<file path="config.mk">
export PLATFORM = sky130hd
export DESIGN_NAME = hazard_unit
export DESIGN_NICKNAME = d
export VERILOG_FILES = /design/src/rtl/pipe_pkg.sv /design/src/rtl/load_use_detect.sv /design/src/rtl/hazard_unit.sv
export SDC_FILE = /design/constraint.sdc
export NUM_CORES = 1
export LEC_CHECK = 0
export BUFFER_PORTS_ARGS = -buffer_cell sky130_fd_sc_hd__buf_2
export CORE_MARGIN = 2
export CORE_UTILIZATION = 35
export CTS_CLUSTER_SIZE = 8
export DETAILED_ROUTE_END_ITERATION = 10
export GPL_TIMING_DRIVEN = 0
export PLACE_DENSITY = 0.59
export SETUP_SLACK_MARGIN = 0.15
export SYNTH_ARGS = -nofsm -noshare
export SYNTH_HDL_FRONTEND = slang
export SYNTH_HIERARCHICAL = 1
export SYNTH_SLANG_ARGS = --single-unit
</file>
<file path="constraint.sdc">
create_clock -name clk -period 2.7 [get_ports clk]
set_clock_uncertainty 0.1 [all_clocks]
set_input_delay 0.675 -clock clk [delete_from_list [all_inputs] [get_ports clk]]
set_output_delay 0.675 -clock clk [all_outputs]
set_load 0.02 [all_outputs]
</file>
<file path="src/rtl/pipe_pkg.sv">
// pipe_pkg: shared pipeline definitions.
//   ADDR_W     - register address width
//   MEM_CNT_W  - width of the multi-cycle memory wait counter
//   hz_state_t - hazard FSM states
package pipe_pkg;

    localparam int unsigned ADDR_W    = 3;
    localparam int unsigned MEM_CNT_W = 4;

    typedef enum logic [1:0] {
        RUN     = 2'd0,
        WAIT    = 2'd1,
        RELEASE = 2'd2
    } hz_state_t;

endpackage

</file>
<file path="src/rtl/load_use_detect.sv">
// load_use_detect: flags a load in EX whose destination is read by the
// instruction in ID.
// Ports:
//   src_add, dst_add   - ID operand register addresses
//   use_src, use_dst   - ID instruction reads the matching operand
//   ex_wr_add          - EX write address
//   ex_wb, ex_mem_read - EX instruction writes back / is a load
//   hazard             - load-use hazard present
module load_use_detect
    import pipe_pkg::*;
(
    input  logic [ADDR_W-1:0] src_add,
    input  logic [ADDR_W-1:0] dst_add,
    input  logic              use_src,
    input  logic              use_dst,
    input  logic [ADDR_W-1:0] ex_wr_add,
    input  logic              ex_wb,
    input  logic              ex_mem_read,
    output logic              hazard
);

    logic src_hit;
    logic dst_hit;

    always_comb begin
        src_hit = use_src && (src_add == ex_wr_add);
        dst_hit = use_dst && (dst_add == ex_wr_add);
        hazard  = ex_mem_read && ex_wb && (src_hit || dst_hit);
    end

endmodule

</file>
<file path="src/rtl/hazard_unit.sv">
// hazard_unit: resolves hazards the forwarding unit cannot: load-use stall,
// multi-cycle data-memory freeze and taken-branch flush.
// Ports:
//   clk, rst (async, active-low)
//   id_src_add, id_dst_add, id_use_src, id_use_dst - ID operand info
//   ex_wr_add, ex_wb, ex_mem_read                  - EX instruction info
//   mem_access   - MEM instruction accesses data memory (held whole residency)
//   branch_taken - branch resolved taken in EX
//   pc_en, if_id_en, if_id_flush, id_ex_bubble, pipe_en, mem_wb_bubble
//                - pipeline control (combinational)
//   stall_count  - saturating count of cycles with pc_en=0
module hazard_unit
    import pipe_pkg::*;
#(
    parameter int unsigned MEM_CYCLES = 2,
    parameter int unsigned CNT_W      = 16
) (
    input  logic              clk,
    input  logic              rst,
    input  logic [ADDR_W-1:0] id_src_add,
    input  logic [ADDR_W-1:0] id_dst_add,
    input  logic              id_use_src,
    input  logic              id_use_dst,
    input  logic [ADDR_W-1:0] ex_wr_add,
    input  logic              ex_wb,
    input  logic              ex_mem_read,
    input  logic              mem_access,
    input  logic              branch_taken,
    output logic              pc_en,
    output logic              if_id_en,
    output logic              if_id_flush,
    output logic              id_ex_bubble,
    output logic              pipe_en,
    output logic              mem_wb_bubble,
    output logic [CNT_W-1:0]  stall_count
);

    // WAIT covers all frozen cycles except the first (in RUN), hence the -3.
    localparam logic [MEM_CNT_W-1:0] CNT_INIT =
        (MEM_CYCLES >= 3) ? MEM_CNT_W'(MEM_CYCLES - 3) : '0;
    localparam logic MULTI_CYCLE = (MEM_CYCLES > 1);
    localparam logic TWO_CYCLE   = (MEM_CYCLES == 2);

    hz_state_t            state;
    logic [MEM_CNT_W-1:0] cnt;
    logic                 load_use;
    logic                 mem_start;
    logic                 freeze;

    load_use_detect u_load_use_detect (
        .src_add     (id_src_add),
        .dst_add     (id_dst_add),
        .use_src     (id_use_src),
        .use_dst     (id_use_dst),
        .ex_wr_add   (ex_wr_add),
        .ex_wb       (ex_wb),
        .ex_mem_read (ex_mem_read),
        .hazard      (load_use)
    );

    always_comb begin
        mem_start = (state == RUN) && mem_access && MULTI_CYCLE;
        freeze    = mem_start || (state == WAIT);
    end

    // Priority: reset, freeze, branch, load-use, normal.
    always_comb begin
        pc_en         = 1'b1;
        if_id_en      = 1'b1;
        if_id_flush   = 1'b0;
        id_ex_bubble  = 1'b0;
        pipe_en       = 1'b1;
        mem_wb_bubble = 1'b0;
        if (!rst) begin
            pc_en         = 1'b0;
            if_id_en      = 1'b0;
            if_id_flush   = 1'b1;
            id_ex_bubble  = 1'b1;
            pipe_en       = 1'b0;
            mem_wb_bubble = 1'b1;
        end else if (freeze) begin
            pc_en         = 1'b0;
            if_id_en      = 1'b0;
            pipe_en       = 1'b0;
            mem_wb_bubble = 1'b1;
        end else if (branch_taken) begin
            if_id_flush   = 1'b1;
            id_ex_bubble  = 1'b1;
        end else if (load_use) begin
            pc_en         = 1'b0;
            if_id_en      = 1'b0;
            id_ex_bubble  = 1'b1;
        end
    end

    always_ff @(posedge clk or negedge rst) begin
        if (!rst) begin
            state <= RUN;
            cnt   <= '0;
        end else begin
            unique case (state)
                RUN: begin
                    if (mem_start) begin
                        if (TWO_CYCLE) begin
                            state <= RELEASE;
                        end else begin
                            state <= WAIT;
                            cnt   <= CNT_INIT;
                        end
                    end
                end
                WAIT: begin
                    if (cnt == '0) begin
                        state <= RELEASE;
                    end else begin
                        cnt <= cnt - MEM_CNT_W'(1);
                    end
                end
                RELEASE: begin
                    // Same instruction still in MEM; mem_access is ignored.
                    state <= RUN;
                end
                default: begin
                    state <= RUN;
                end
            endcase
        end
    end

    always_ff @(posedge clk or negedge rst) begin
        if (!rst) begin
            stall_count <= '0;
        end else if (!pc_en && (stall_count != '1)) begin
            stall_count <= stall_count + CNT_W'(1);
        end
    end

endmodule

</file>
# Yosys cells after proc, flatten, opt, wreduce, memory -nomap -nowiden
# Index checks and enable logic that the tools add are counted.
totals:
  wordCells: 43
  regBits: 22
  inputBits: 17
op_classes:
  bitwise: 1
  n_reduce_logical: 13
  add_sub_neg: 2
  n_eq_ne: 6
  mux: 18
op_table:
  columns: ["operator", "count"]
  rows:
  - ["16-bit by 1-bit adder with 16-bit output (second input constant)", 1]
  - ["16-bit inequality test (second input constant)", 1]
  - ["1-bit two-way mux", 15]
  - ["3-bit == test", 2]
  - ["1-bit logical AND", 6]
  - ["4-bit zero test", 1]
  - ["2-bit two-way mux", 2]
  - ["2-bit one-hot mux with 2 select lines", 1]
  - ["2-bit AND reduction", 2]
  - ["4-bit by 1-bit subtractor with 4-bit output (second input constant)", 1]
  - ["2-bit by 1-bit == test with 1-bit output (second input constant)", 1]
  - ["2-bit zero test", 1]
  - ["1-bit logical OR", 2]
  - ["2-bit by 1-bit inequality test with 1-bit output (second input constant)", 1]
  - ["2-bit inequality test (second input constant)", 1]
  - ["1-bit zero test", 1]
  - ["1-bit NOT", 1]

# Depth between registers and ports, before layout
# Gate-level depths: netlist (run 1).
logic_depth:
  ltp_word: 10
  mapped_depth: 8
  mapped_depth_nobuf: 7

# By module
# Netlist (run 1), hierarchy kept.
modules_own_cells:
  columns: ["mod", "area_each_um2", "cells_each", "n_inst"]
  rows:
  - ["hazard_unit", 903.4, 86, 1]
  - ["load_use_detect", 73.8, 10, 1]

# Least setup slack after synthesis (run 1)
# OpenSTA, ideal clock, no wires.
synth_path:
  path_type: "in2out"
  from: "in id_src_add[2]"
  to: "out pc_en"
  t_required_ps: 1925
  arrival_ps: 1667
  path_slack_ps: 258
  path_stages: 7
  path_cell_list: "xnor2_1 -> nand4_1 -> a21oi_1 -> nand2b_1 -> and3_1 -> buf_4 -> buf_4"
synth_via:
  elab_chain_cells: 8
synth_lines:
  columns: ["element", "line_no", "text"]
  rows:
  - ["start, declared", "hazard_unit.sv:20", "input logic [ADDR_W-1:0] id_src_add,"]
  - ["3-bit == test", "load_use_detect.sv:26", "src_hit = use_src && (src_add == ex_wr_add);"]
  - ["1-bit logical AND", "load_use_detect.sv:26", null]
  - ["1-bit logical OR", "load_use_detect.sv:28", "hazard = ex_mem_read && ex_wb && (src_hit || dst_hit);"]
  - ["1-bit logical AND", "load_use_detect.sv:28", null]
  - ["net load_use", "hazard_unit.sv:46", "logic load_use;"]
  - ["1-bit two-way mux (4 in a row)", null, null]
  - ["end, declared", "hazard_unit.sv:29", "output logic pc_en,"]
# The timed path passes the listed nets, and every way through them passes these cells.

# Final worst setup path (run 1)
layout_path:
  from: "in id_src_add[1]"
  to: "out pc_en"
layout_via:
  elab_chain_cells: 8
layout_lines:
  columns: ["element", "line_no", "text"]
  rows:
  - ["3-bit == test", "load_use_detect.sv:26", null]
  - ["1-bit logical AND", "load_use_detect.sv:26", null]
  - ["1-bit logical OR", "load_use_detect.sv:28", null]
  - ["1-bit logical AND", "load_use_detect.sv:28", null]
  - ["net load_use", "hazard_unit.sv:46", null]
  - ["1-bit two-way mux", "hazard_unit.sv:89", "end else if (load_use) begin"]
  - ["1-bit two-way mux", "hazard_unit.sv:86", "end else if (branch_taken) begin"]
  - ["1-bit two-way mux", "hazard_unit.sv:81", "end else if (freeze) begin"]
  - ["1-bit two-way mux", "hazard_unit.sv:74", "if (!rst) begin"]
# The timed path passes the listed nets, and every way through them passes these cells.

==> results by group, run 1 <==
Worst hold path
  • Worst min path class: input port to async pin

Clocking
  • Max Root-Sink Buffers: 2
  • Clk slew on worst S/H paths: 0.09 ns
  • Root Driver: clkbuf_4
  • CTS Hold Buffers Added: 0
  • Number of CTS-inserted buffers: 3
  • CTS tree: built
  • H-tree levels: 1
  • Clk Latency, worst-skew pair: 0.28 ns
  • TritonCTS Sinks: 17

Route
  • DRT iter0 DRCs: 8
  • DRC Markers: 0
  • Wire length per cell: 12.8 um
  • Detail Route met2 WL: 1.21 mm
  • Final WL: 2.25 mm
  • Antenna Nets Post-Route: 0
  • Highest metal layer with signal wires: met4
  • Routed via count: 861
  • Via density: 4.89
  • Wl on met1: 924 um
  • TritonRoute pass-1 iters: 3
  • Wire length on met3: 102 um

Floorplan
  • Die boundary height: 56.8 um
  • Die footprint: 0.00323 mm2
  • Num rows: 19
  • Ports: 39
  • Core area: 0.00271 mm2
  • Starting Density: 36.1%
  • DIE WIDTH: 56.8 um

Finish
  • Post-layout util: 52.0%
  • Layout cells sized above 1: 44.8%
  • # nets final: 164
  • Design Area, Final: 0.00141 mm2
  • Most frequent cells in the layout: buf_2, dfrtp_1, buf_6, xnor2_1, nand4_1
  • Commonest non-fill, non-tap cell in the layout: buf_2
  • Antenna Cells: 0
  • Synth-to-layout area growth: 44.2%

Place
  • Placer congestion estimate: 0.722
  • Port bufs: 38
  • DP Area: 0.00121 mm2
  • DP HPWL: 1.57 mm

Synth
  • Count of different cell masters after synthesis: 30
  • Post-synthesis compound-gate area fraction: 3.07%
  • XOR/XNOR Fraction of Synth Area: 17.9%
  • Synth warn: 6
  • Mapped Cells: 96
  • Synth Net Count: 114
  • Synth Area in Simple Gates: 27.1%
  • Mapped cell area: 977 um2
  • Avg Synthesized Cell Area: 10.2 um2
  • Synthesized flop and latch total: 17
  • Sequential share of the synthesized area: 43.5%
  • Combinational family with the most area after synthesis: simple AND/OR/NAND/NOR gates
  • Portion of netlist area occupied by mux cells: 2.69%
  • Adder-cell share of the synthesized area: 1.28%

STA
  • # setup viols final: 0
  • Unrepaired setup endpoints after global routing: true
  • Rel. slew slack: 68.6%
  • WHS: 0.233 ns
  • F_max: 0.385 GHz
  • Min Clock Period, post-route: 2.60 ns
  • Hold Vio Cnt, Final: 0
  • Worst-Margin Slew: 0.472 ns
  • Fin. max-slew vios: 0
  • Crit share post-route: 96.1%

Run status
  • Status: completed

GRT
  • Initial antenna violation count: 0
  • Largest net degree at the start of global routing: 23
  • GRT Residual Overflow: 0
  • First-pass GRT wire length: 3.64 mm
  • GRT Util Overall: 14.7%
  • Vias in the first global route: 866

Critical path
  • Req. time, crit path: 1.92 ns
  • Crit Path Max Fanout: 3
  • WS Path Type: input port to primary output
  • Worst EP arrival: 1.82 ns
  • Reg2Reg Depth: 7
  • CP startpoint kind: input port
  • Critical Path Sink Type: primary output

Flow run
  • Maxcap violations: 0

Power
  • Pwr/cell area: 608 mW/mm2
  • Cell leakage power: 0.678 nW
  • Max VDD drop: 0.458 mV
  • Final Power: 856 uW
## state kept, by name (all words and copies together), names as in the netlist
signal	cells
stall_count	16
state	1
## synth_stat cells
cell type,count,area share (%)
nand3_2,1,1.0
o21ai_0,1,0.51
or4_1,1,0.77
mux2_4,1,1.5
buf_2,1,0.51
nand4b_1,2,1.8
and2_1,3,1.9
nor2b_4,1,1.4
mux2_1,1,1.2
xor2_1,3,2.7
a31oi_1,2,1.3
dfrtp_1,17,44
nand4_2,1,1.3
nor2_1,1,0.38
and4_2,1,1.0
nand2b_1,2,1.3
nor4_1,3,1.9
a21oi_1,1,0.51
inv_1,4,1.5
xnor2_1,17,15
nand2_1,8,3.1
and3_1,3,1.9
and4_1,1,0.90
nand3_1,4,2.0
clkbuf_1,2,0.77
a21o_1,1,0.77
buf_4,2,1.5
ha_1,1,1.3
nand4_1,9,5.8
or3_1,1,0.64
## what timing repair did
action / 4_1_cts / 5_1_grt
pin swaps: 9 / 4
buffers inserted: 7 / 0
hold endpoints to repair: 0 / 0
setup endpoints to repair: 2 / 9
gates resized for setup: 18 / 4
## per-stage QoR
step	setup WS (ns)	instances	TNS, ns
final	0.105	176	0
after global routing	0.0535	176	0
after CTS	0.118	176	0
after detailed placement	-0.0455	165	-0.0455
after global placement	-0.0477	165	-0.0477
after floorplan	0.258	96	0
## metal layers
metal | vias up | GRT usage (%)
met5 | - | 0
met2 | 28 | 26.7
met4 | 0 | 5.98
met1 | 396 | 17.3
li1 | 435 | -
met3 | 2 | 1.61
## worst max-delay path: stages
cell and delay, ns:
buf_6 0.10, xnor2_2 0.15, nand4_1 0.12, a21oi_2 0.16
nand2b_1 0.09, and3_4 0.19, buf_6 0.12, buf_6 0.10
buf_6 0.12
## worst paths after layout
| kind | start | to | slack [ns] |
|---|---|---|---|
| max | id_src_add[1] | pc_en | 0.10 |
| min | rst | stall_count[3]$_DFFE_PN0P_ | 0.23 |
| max reg2reg | state[1]$_DFFE_PN0P_ | stall_count[10]$_DFFE_PN0P_ | 0.62 |
| min reg2reg | stall_count[15]$_DFFE_PN0P_ | stall_count[15]$_DFFE_PN0P_ | 0.41 |
| max in group asynchronous | rst | stall_count[9]$_DFFE_PN0P_ | 1.95 |
| min in group clk | stall_count[15]$_DFFE_PN0P_ | stall_count[15]$_DFFE_PN0P_ | 0.41 |
## power by group
group / internal (mW) / total (mW) / switching [mW]
sequential: 0.309 / 0.379 / 0.0699
clock: 0.0573 / 0.132 / 0.0751
combinational: 0.158 / 0.345 / 0.186
total: 0.525 / 0.856 / 0.331
## layout make-up
class / count / area, um2
Fill cell: 278 / 1300
Multi-Input combinational cell: 70 / 569
Sequential cell: 17 / 425
Timing Repair Buffer: 45 / 299
Tap cell: 31 / 38.8
Buffer: 5 / 35.0
Clock buffer: 4 / 26.3
Inverter: 4 / 15.0
## cells by family after synthesis
logic type,count (synthesis)
fa+ha+maj,1
flops,17
buf+inv,9
xor+xnor,20
compound gates,5
simple gates,42
mux,2
Power figures use the tool's default switching activity.
==> inputs of run 2 (changes only) <==
- PLACE_DENSITY: 0.59 -> 0.6
- SYNTH_HIERARCHICAL: 1 -> default
==> run 2 against run 1 <==
Compared with the run above:
- worst setup slack better by 0.069 ns
- total power is 5.9% lower
- via count is 11% lower
- worst hold slack worse by 0.048 ns
- maximum frequency up 2.7%
- count of clock-buffer cells in the layout fell by 1
- final area shrank 11%
- final cell count down 9.7%
- synthesized cell count down 10%
- flip-flop and latch count unchanged
- critical endpoint unchanged
- largest power group unchanged
==> results by group, run 2 <==
Power
  • Cell leakage power: 0.626 nW (-7.7%)
  • Pwr/cell area: 645 mW/mm2 (+6.2%)
  • Max VDD drop: 0.574 mV (+25%)

Finish
  • Largest reg by FF count: stall_count
  • Antenna Cells: 0 (unchanged)
  • Layout cells sized above 1: 43.4% (-1.4 points)
  • Most frequent cells in the layout: buf_2, dfrtp_1, xnor2_1, nand4_1, nand2_1
  • Top flop regs: stall_count: 16 flops, state: 1 flops
  • Largest register FFs: 16 (unchanged)
  • # nets final: 148 (-9.8%)
  • Post-layout util: 50.9% (-1.1 points)
  • Design Area, Final: 0.00125 mm2 (-11%)
  • FILL cells: 241 (-13%)
  • Synth-to-layout area growth: 40.0%
  • Commonest non-fill, non-tap cell in the layout: buf_2

Synth
  • Sequential share of the synthesized area: 47.7% (+4.2 points)
  • Synth Area in Simple Gates: 22.0% (-5.1 points)
  • Top-count cell post-synth: xnor2_1
  • Synth Net Count: 104 (-8.8%)
  • Synthesized flop and latch total: 17 (unchanged)
  • Largest cells by area after synthesis: dfrtp_1, xnor2_1, nand4_1, nand2_1, mux2_2
  • Adder-cell share of the synthesized area: 1.40% (+0.12 points)
  • Mapped cell area: 892 um2 (-8.7%)
  • Mapped Cells: 86 (-10%)
  • Yosys top cell by area: dfrtp_1
  • Combinational family with the most area after synthesis: simple AND/OR/NAND/NOR gates
  • Post-synth EDFFs: 0 (unchanged)
  • Yosys top cell area share: 47.7% (+4.2 points)
  • Top post-synthesis cells by count: xnor2_1, dfrtp_1, nand2_1, nand4_1, nand3_1
  • Portion of netlist area occupied by mux cells: 2.52% (-0.16 points)
  • XOR/XNOR Fraction of Synth Area: 19.6% (+1.7 points)
  • Most used flip-flop cell after synthesis: dfrtp_1
  • Post-synthesis compound-gate area fraction: 3.37% (+0.29 points)
  • Async set-reset flop share out of synthesis: 100% (unchanged)
  • Count of different cell masters after synthesis: 23 (-23%)
  • Avg Synthesized Cell Area: 10.4 um2 (+1.9%)
  • Synth warn: 0 (-6)

Floorplan
  • Die footprint: 0.00297 mm2 (-8.1%)
  • Die boundary height: 54.5 um (-4.1%)
  • Core area: 0.00245 mm2 (-9.4%)
  • Num rows: 18 (-1)
  • Ports: 39 (unchanged)
  • DIE WIDTH: 54.5 um (-4.1%)
  • Starting Density: 36.3% (+0.28 points)

Critical path
  • CP most frequent cell: buf_6
  • Critical Path Sink Type: primary output
  • CP max stage delay: 0.32 ns (+0.13 ns)
  • WS Path Type: input port to primary output
  • Worst path cell trace: buf_6, xnor2_2, nand4_1, a211o_1, and2_4, buf_6, buf_6
  • Critical Path Stages: 7 (-2)
  • Req. time, crit path: 1.92 ns (about the same)
  • Worst EP arrival: 1.75 ns (-0.07 ns)
  • Crit-path leading delay family: buffers and inverters
  • Reg2Reg Depth: 7 (unchanged)
  • CP Buf/Inv Count: 3 (-1)
  • Crit Path Max Fanout: 3 (unchanged)
  • CP startpoint kind: input port
  • Worst path slowest cell: a211o_1

GRT
  • Initial antenna violation count: 0 (unchanged)
  • Vias in the first global route: 754 (-13%)
  • Largest net degree at the start of global routing: 20 (-13%)
  • First-pass GRT wire length: 3.20 mm (-12%)
  • Met2 GRT Util: 24.5% (-2.2 points)
  • Met1 usage: 18.7% (+1.4 points)
  • GRT met3 Usage: 4.10% (+2.5 points)
  • GRT Residual Overflow: 0 (unchanged)
  • GRT Util Overall: 15.4% (+0.69 points)
  • Gr busiest metal: met2

Flow run
  • Maxcap violations: 0 (unchanged)

Route
  • Final WL: 1.94 mm (-14%)
  • DRT iter0 DRCs: 10 (+2)
  • Routed via count: 767 (-11%)
  • Antenna Nets Post-Route: 0 (unchanged)
  • TritonRoute pass-1 iters: 4 (+1)
  • DRC Markers: 0 (unchanged)
  • Via density: 4.82 (-1.4%)
  • Wire length per cell: 12.2 um (-4.9%)

Clocking
  • Clk slew on worst S/H paths: 0.11 ns (+0.02 ns)
  • Root Driver: clkbuf_4
  • Clk Latency, worst-skew pair: 0.29 ns (about the same)
  • CTS Hold Buffers Added: 0 (unchanged)
  • CTS tree: built
  • H-tree levels: 1 (unchanged)
  • Max Root-Sink Buffers: 2 (unchanged)
  • Number of CTS-inserted buffers: 3 (unchanged)
  • TritonCTS Sinks: 17 (unchanged)

Run status
  • Status: completed

STA
  • Unrepaired setup endpoints after global routing: false
  • Worst-Margin Slew: 0.472 ns (+0.000564 ns)
  • Crit share post-route: 93.5% (-2.6 points)
  • Setup_tns: 0 ns (unchanged)
  • Rel. slew slack: 68.3% (-0.28 points)
  • Min Clock Period, post-route: 2.53 ns (-0.0694 ns)
  • Hold Vio Cnt, Final: 0 (unchanged)
  • # setup viols final: 0 (unchanged)
  • Fin. max-slew vios: 0 (unchanged)
  • F_max: 0.396 GHz (+2.7%)

Place
  • DP HPWL: 1.48 mm (-5.3%)
  • DP Area: 0.00112 mm2 (-7.2%)
  • Port bufs: 38 (unchanged)
  • Placer congestion estimate: 0.718 (-0.49%)

Worst hold path
  • Worst min path class: input port to async pin
[run 2: changes by cell type after synthesis, moves of 2 or more]
| cell | delta |
|---|---|
| a31oi_1 | -2 |
| clkbuf_1 | -2 |
| mux2_2 | +2 |
| nand2_1 | +2 |
| nand4b_1 | -2 |
| nor3_1 | +2 |
| nor4_1 | -2 |
[run 2: worst register-to-register path, cell delays in order, from the launching register on]
cell	delay, ns
dfrtp_1	0.45
ha_1	0.24
nand4_1	0.17
nor4_1	0.09
a21oi_2	0.27
buf_6	0.20
nand4_1	0.12
xnor2_1	0.14
[run 2: cell families (layout without fill, tap and decap cells)]
group / after synthesis / after routing
simple gates: 37 / 37
compound gates: 4 / 4
flops: 17 / 17
buf+inv: 5 / 48
mux: 2 / 2
xor+xnor: 20 / 20
fa+ha+maj: 1 / 1
[run 2: routing by layer]
metal / part of all wire [%] / vias to the layer above
met5: 0 / -
met1: 43 / 364
li1: - / 385
met3: 4.2 / 4
met2: 51 / 14
met4: 1.1 / 0
[run 2: report_power, final]
| part | internal (mW) | switching (mW) | total (mW) | leakage, nW |
|---|---|---|---|---|
| sequential | 0.308 | 0.0656 | 0.373 | 0.223 |
| combinational | 0.132 | 0.160 | 0.293 | 0.385 |
| clock | 0.0551 | 0.0847 | 0.140 | 0.0177 |
| total | 0.495 | 0.311 | 0.805 | 0.626 |
[run 2: per-stage QoR]
stage               hold slack (ns)  total power [mW]  setup slack (ns)  instances
finish                        0.185             0.805             0.174        159
global route                  0.204             0.865             0.144        159
CTS                           0.194             0.805             0.163        159
detailed placement            0.388             0.656            0.0227        154
global placement              0.376             0.651            0.0402        154
floorplan                     0.279             0.556             0.275         86
[run 2: final cells by class]
| class | count | area [um2] | share of cell area, % |
|---|---|---|---|
| Timing Repair Buffer | 39 | 241 | 19.3 |
| Clock buffer | 3 | 22.5 | 1.80 |
| Sequential cell | 17 | 425 | 34.1 |
| Multi-Input combinational cell | 64 | 483 | 38.7 |
| Buffer | 2 | 22.5 | 1.80 |
| Tap cell | 30 | 37.5 | 3.01 |
| Inverter | 3 | 11.3 | 0.902 |
| Clock inverter | 1 | 5.00 | 0.401 |
[run 2: path summary, 6_finish.rpt]
kind / from / end / slack [ns]
max in group asynchronous: rst / stall_count[8]$_DFFE_PN0P_ / 2.02
min in group clk: stall_count[7]$_DFFE_PN0P_ / stall_count[7]$_DFFE_PN0P_ / 0.40
worst max register to register: stall_count[0]$_DFFE_PN0P_ / stall_count[10]$_DFFE_PN0P_ / 0.81
worst min-delay path: rst / stall_count[6]$_DFFE_PN0P_ / 0.18
worst max-delay path: id_src_add[1] / pc_en / 0.17
worst min register to register: stall_count[7]$_DFFE_PN0P_ / stall_count[7]$_DFFE_PN0P_ / 0.40
[run 2: timing repair]
item,4_1_cts,5_1_grt
setup buffers,1,0
resized for setup,6,11
pin swaps,6,6
setup endpoints to repair,2,1
==> inputs of run 3 (changes only) <==
- RECOVER_POWER: default -> 100
==> run 3 against run 2 <==
Compared with the run above:
- combinational power down 6%
- total power decreased by 1.9%
- first-iteration DRC count rose by 30%
- count of clock-buffer cells in the layout is the same
- worst setup slack worse by 0.037 ns
- sequential share of layout area grew 1.4 points
==> results by group, run 3 (same netlist as run 2, synthesis figures left out) <==
Run status
  • Status: completed

Critical path
  • Reg2Reg Depth: 7 (unchanged)
  • Req. time, crit path: 1.92 ns (about the same)
  • CP startpoint kind: input port
  • Worst reg2reg setup slack: 0.63 ns (-0.18 ns)
  • WS Path Type: input port to primary output
  • Crit Path Max Fanout: 3 (unchanged)
  • Critical Path Sink Type: primary output
  • Worst r2r src: stall_count[0]$_DFFE_PN0P_
  • Critical path launch point: id_src_add[0]
  • Critical Path Sink: pc_en
  • Worst EP arrival: 1.79 ns (+0.04 ns)
  • RR Endpoint: stall_count[10]$_DFFE_PN0P_

Power
  • Cell leakage power: 0.541 nW (-14%)
  • Sw Pwr: 314 uW (+0.97%)
  • Final Power: 790 uW (-1.9%)
  • Max VDD drop: 0.567 mV (-1.1%)
  • Combinational Power Share: 34.7% (-1.6 points)
  • Internal power: 476 uW (-3.8%)
  • Sw frac: 39.7% (+1.1 points)
  • Reg power frac: 47.5% (+1.2 points)
  • Pwr/cell area: 659 mW/mm2 (+2.2%)
  • Clock Power Share: 17.8% (+0.4 points)

Route
  • Antenna Nets Post-Route: 0 (unchanged)
  • DRT iter0 DRCs: 13 (+3)
  • Routed via count: 768 (+0.13%)
  • Detail Route met2 WL: 985 um (-0.71%)
  • Wire length per cell: 12.4 um (+1.9%)
  • Wire length on met3: 96 um (+19%)
  • DRC Markers: 0 (unchanged)
  • Final WL: 1.97 mm (+1.9%)
  • Highest metal layer with signal wires: met4
  • Wl on met1: 869 um (+3.3%)
  • TritonRoute pass-1 iters: 4 (unchanged)
  • Via density: 4.83 (+0.13%)

Clocking
  • Number of CTS-inserted buffers: 3 (unchanged)
  • Clk slew on worst S/H paths: 0.11 ns (about the same)
  • Root Driver: clkbuf_4
  • TritonCTS Sinks: 17 (unchanged)
  • Max Root-Sink Buffers: 2 (unchanged)
  • H-tree levels: 1 (unchanged)
  • Clk Latency, worst-skew pair: 0.29 ns (about the same)
  • CTS tree: built

Place
  • # placed instances: 154 (unchanged)
  • Placer congestion estimate: 0.718 (unchanged)
  • DP HPWL: 1.48 mm (unchanged)
  • Port bufs: 38 (unchanged)
  • Setup Slack @ Placement: 0.0227 ns (unchanged)

STA
  • # setup viols final: 0 (unchanged)
  • Setup_tns: 0 ns (unchanged)
  • F_max: 0.390 GHz (-1.4%)
  • Worst-Margin Slew: 0.530 ns (+0.0582 ns)
  • Unrepaired setup endpoints after global routing: false
  • Rel. slew slack: 64.6% (-3.6 points)
  • Hold Vio Cnt, Final: 0 (unchanged)
  • Crit share post-route: 94.9% (+1.4 points)
  • Min Clock Period, post-route: 2.56 ns (+0.0370 ns)
  • Final worst slack: 0.137 ns (-0.0370 ns)
  • Fin. max-slew vios: 0 (unchanged)

Floorplan
  • DIE WIDTH: 54.5 um (unchanged)
  • Die boundary height: 54.5 um (unchanged)
  • Ports: 39 (unchanged)
  • Num rows: 18 (unchanged)
  • Die footprint: 0.00297 mm2 (unchanged)
  • Core area: 0.00245 mm2 (unchanged)
  • Starting Density: 36.3% (unchanged)

Worst hold path
  • Worst min path class: input port to async pin

Finish
  • Finished Layout Cells: 159 (unchanged)
  • Most frequent cells in the layout: clkbuf_1, dfrtp_1, xnor2_1, buf_2
  • Layout cells sized above 1: 25.6% (-18 points)
  • Antenna Cells: 0 (unchanged)
  • # nets final: 148 (unchanged)
  • Top flop regs: stall_count: 16 flops, state: 1 flops
  • Synth-to-layout area growth: 34.4%
  • Commonest non-fill, non-tap cell in the layout: clkbuf_1
  • Largest reg by FF count: stall_count
  • Largest register FFs: 16 (unchanged)
  • Post-layout util: 48.8% (-2.0 points)

GRT
  • Largest net degree at the start of global routing: 20 (unchanged)
  • Vias in the first global route: 754 (unchanged)
  • GRT Residual Overflow: 0 (unchanged)
  • Initial antenna violation count: 0 (unchanged)
  • GRT Util Overall: 15.4% (unchanged)
  • First-pass GRT wire length: 3.20 mm (unchanged)

Flow run
  • Maxcap violations: 0 (unchanged)
==> run 3: changes by cell type in the layout (fill, tap and decap cells not counted) <==
cell / before / now
clkbuf_1: 0 / 21
buf_2: 31 / 11
buf_6: 9 / 7
a21oi_1: 1 / 2
a21oi_2: 1 / 0
and2_0: 0 / 1
and2_1: 2 / 1
buf_4: 1 / 0
clkbuf_2: 0 / 1
clkbuf_4: 3 / 4
xnor2_1: 12 / 13
xnor2_2: 6 / 5
==> run 3: layout make-up <==
class                      instances  area (um2)
fill                             249        1260
multi-input combinational         64         472
sequential                        17         425
timing repair buffer              39         203
tap                               30        37.5
clock buffer                       3        22.5
buffer                             2        22.5
inverter                           3        11.3
clock inverter                     1        5.00
==> run 3: how the worst min path moves through the flow <==
| stage | end | slack [ns] | depth (start not counted) |
|---|---|---|---|
| after floorplan | stall_count[0]$_DFFE_PN0P_ | 0.28 | 0 |
| after global placement | stall_count[14]$_DFFE_PN0P_ | 0.38 | 1 |
| after detailed placement | stall_count[10]$_DFFE_PN0P_ | 0.39 | 1 |
| after CTS | stall_count[6]$_DFFE_PN0P_ | 0.19 | 1 |
| after global routing | stall_count[7]$_DFFE_PN0P_ | 0.20 | 1 |
| final | stall_count[7]$_DFFE_PN0P_ | 0.19 | 1 |
==> run 3: layer usage <==
layer | track usage [%] | vias up
met1 | 18.7 | 363
li1 | - | 383
met3 | 4.10 | 4
met2 | 24.5 | 18
met5 | 0 | -
met4 | 8.33 | 0
==> run 3: stage by stage <==
stage	hold slack, ns	instance area (um2)
final	0.187	1200
after global routing	0.205	1200
after CTS	0.194	1180
after detailed placement	0.388	1120
after global placement	0.376	1120
after floorplan	0.279	892
==> run 3: power by group through the flow <==
stage / Clock (mW) / Sequential (mW) / Combinational (mW)
final: 0.141 / 0.375 / 0.274
after global routing: 0.157 / 0.387 / 0.304
after CTS: 0.147 / 0.374 / 0.285
after detailed placement: 0 / 0.379 / 0.277
after global placement: 0 / 0.377 / 0.274
after floorplan: 0 / 0.435 / 0.120
==> run 3: critical path: stages <==
cell and delay [ns]:
clkbuf_1 0.09, xnor2_1 0.16, nand4_1 0.13, a211o_1 0.32, and2_4 0.17, buf_6 0.10, clkbuf_2 0.14
==> run 3: repair_timing <==
item                                    CTS  global route
endpoints found under the setup margin    2             1
pin swaps                                 6             6
hold buffers                              0             0
gates resized for setup                   6            11
buffers inserted                          1             0
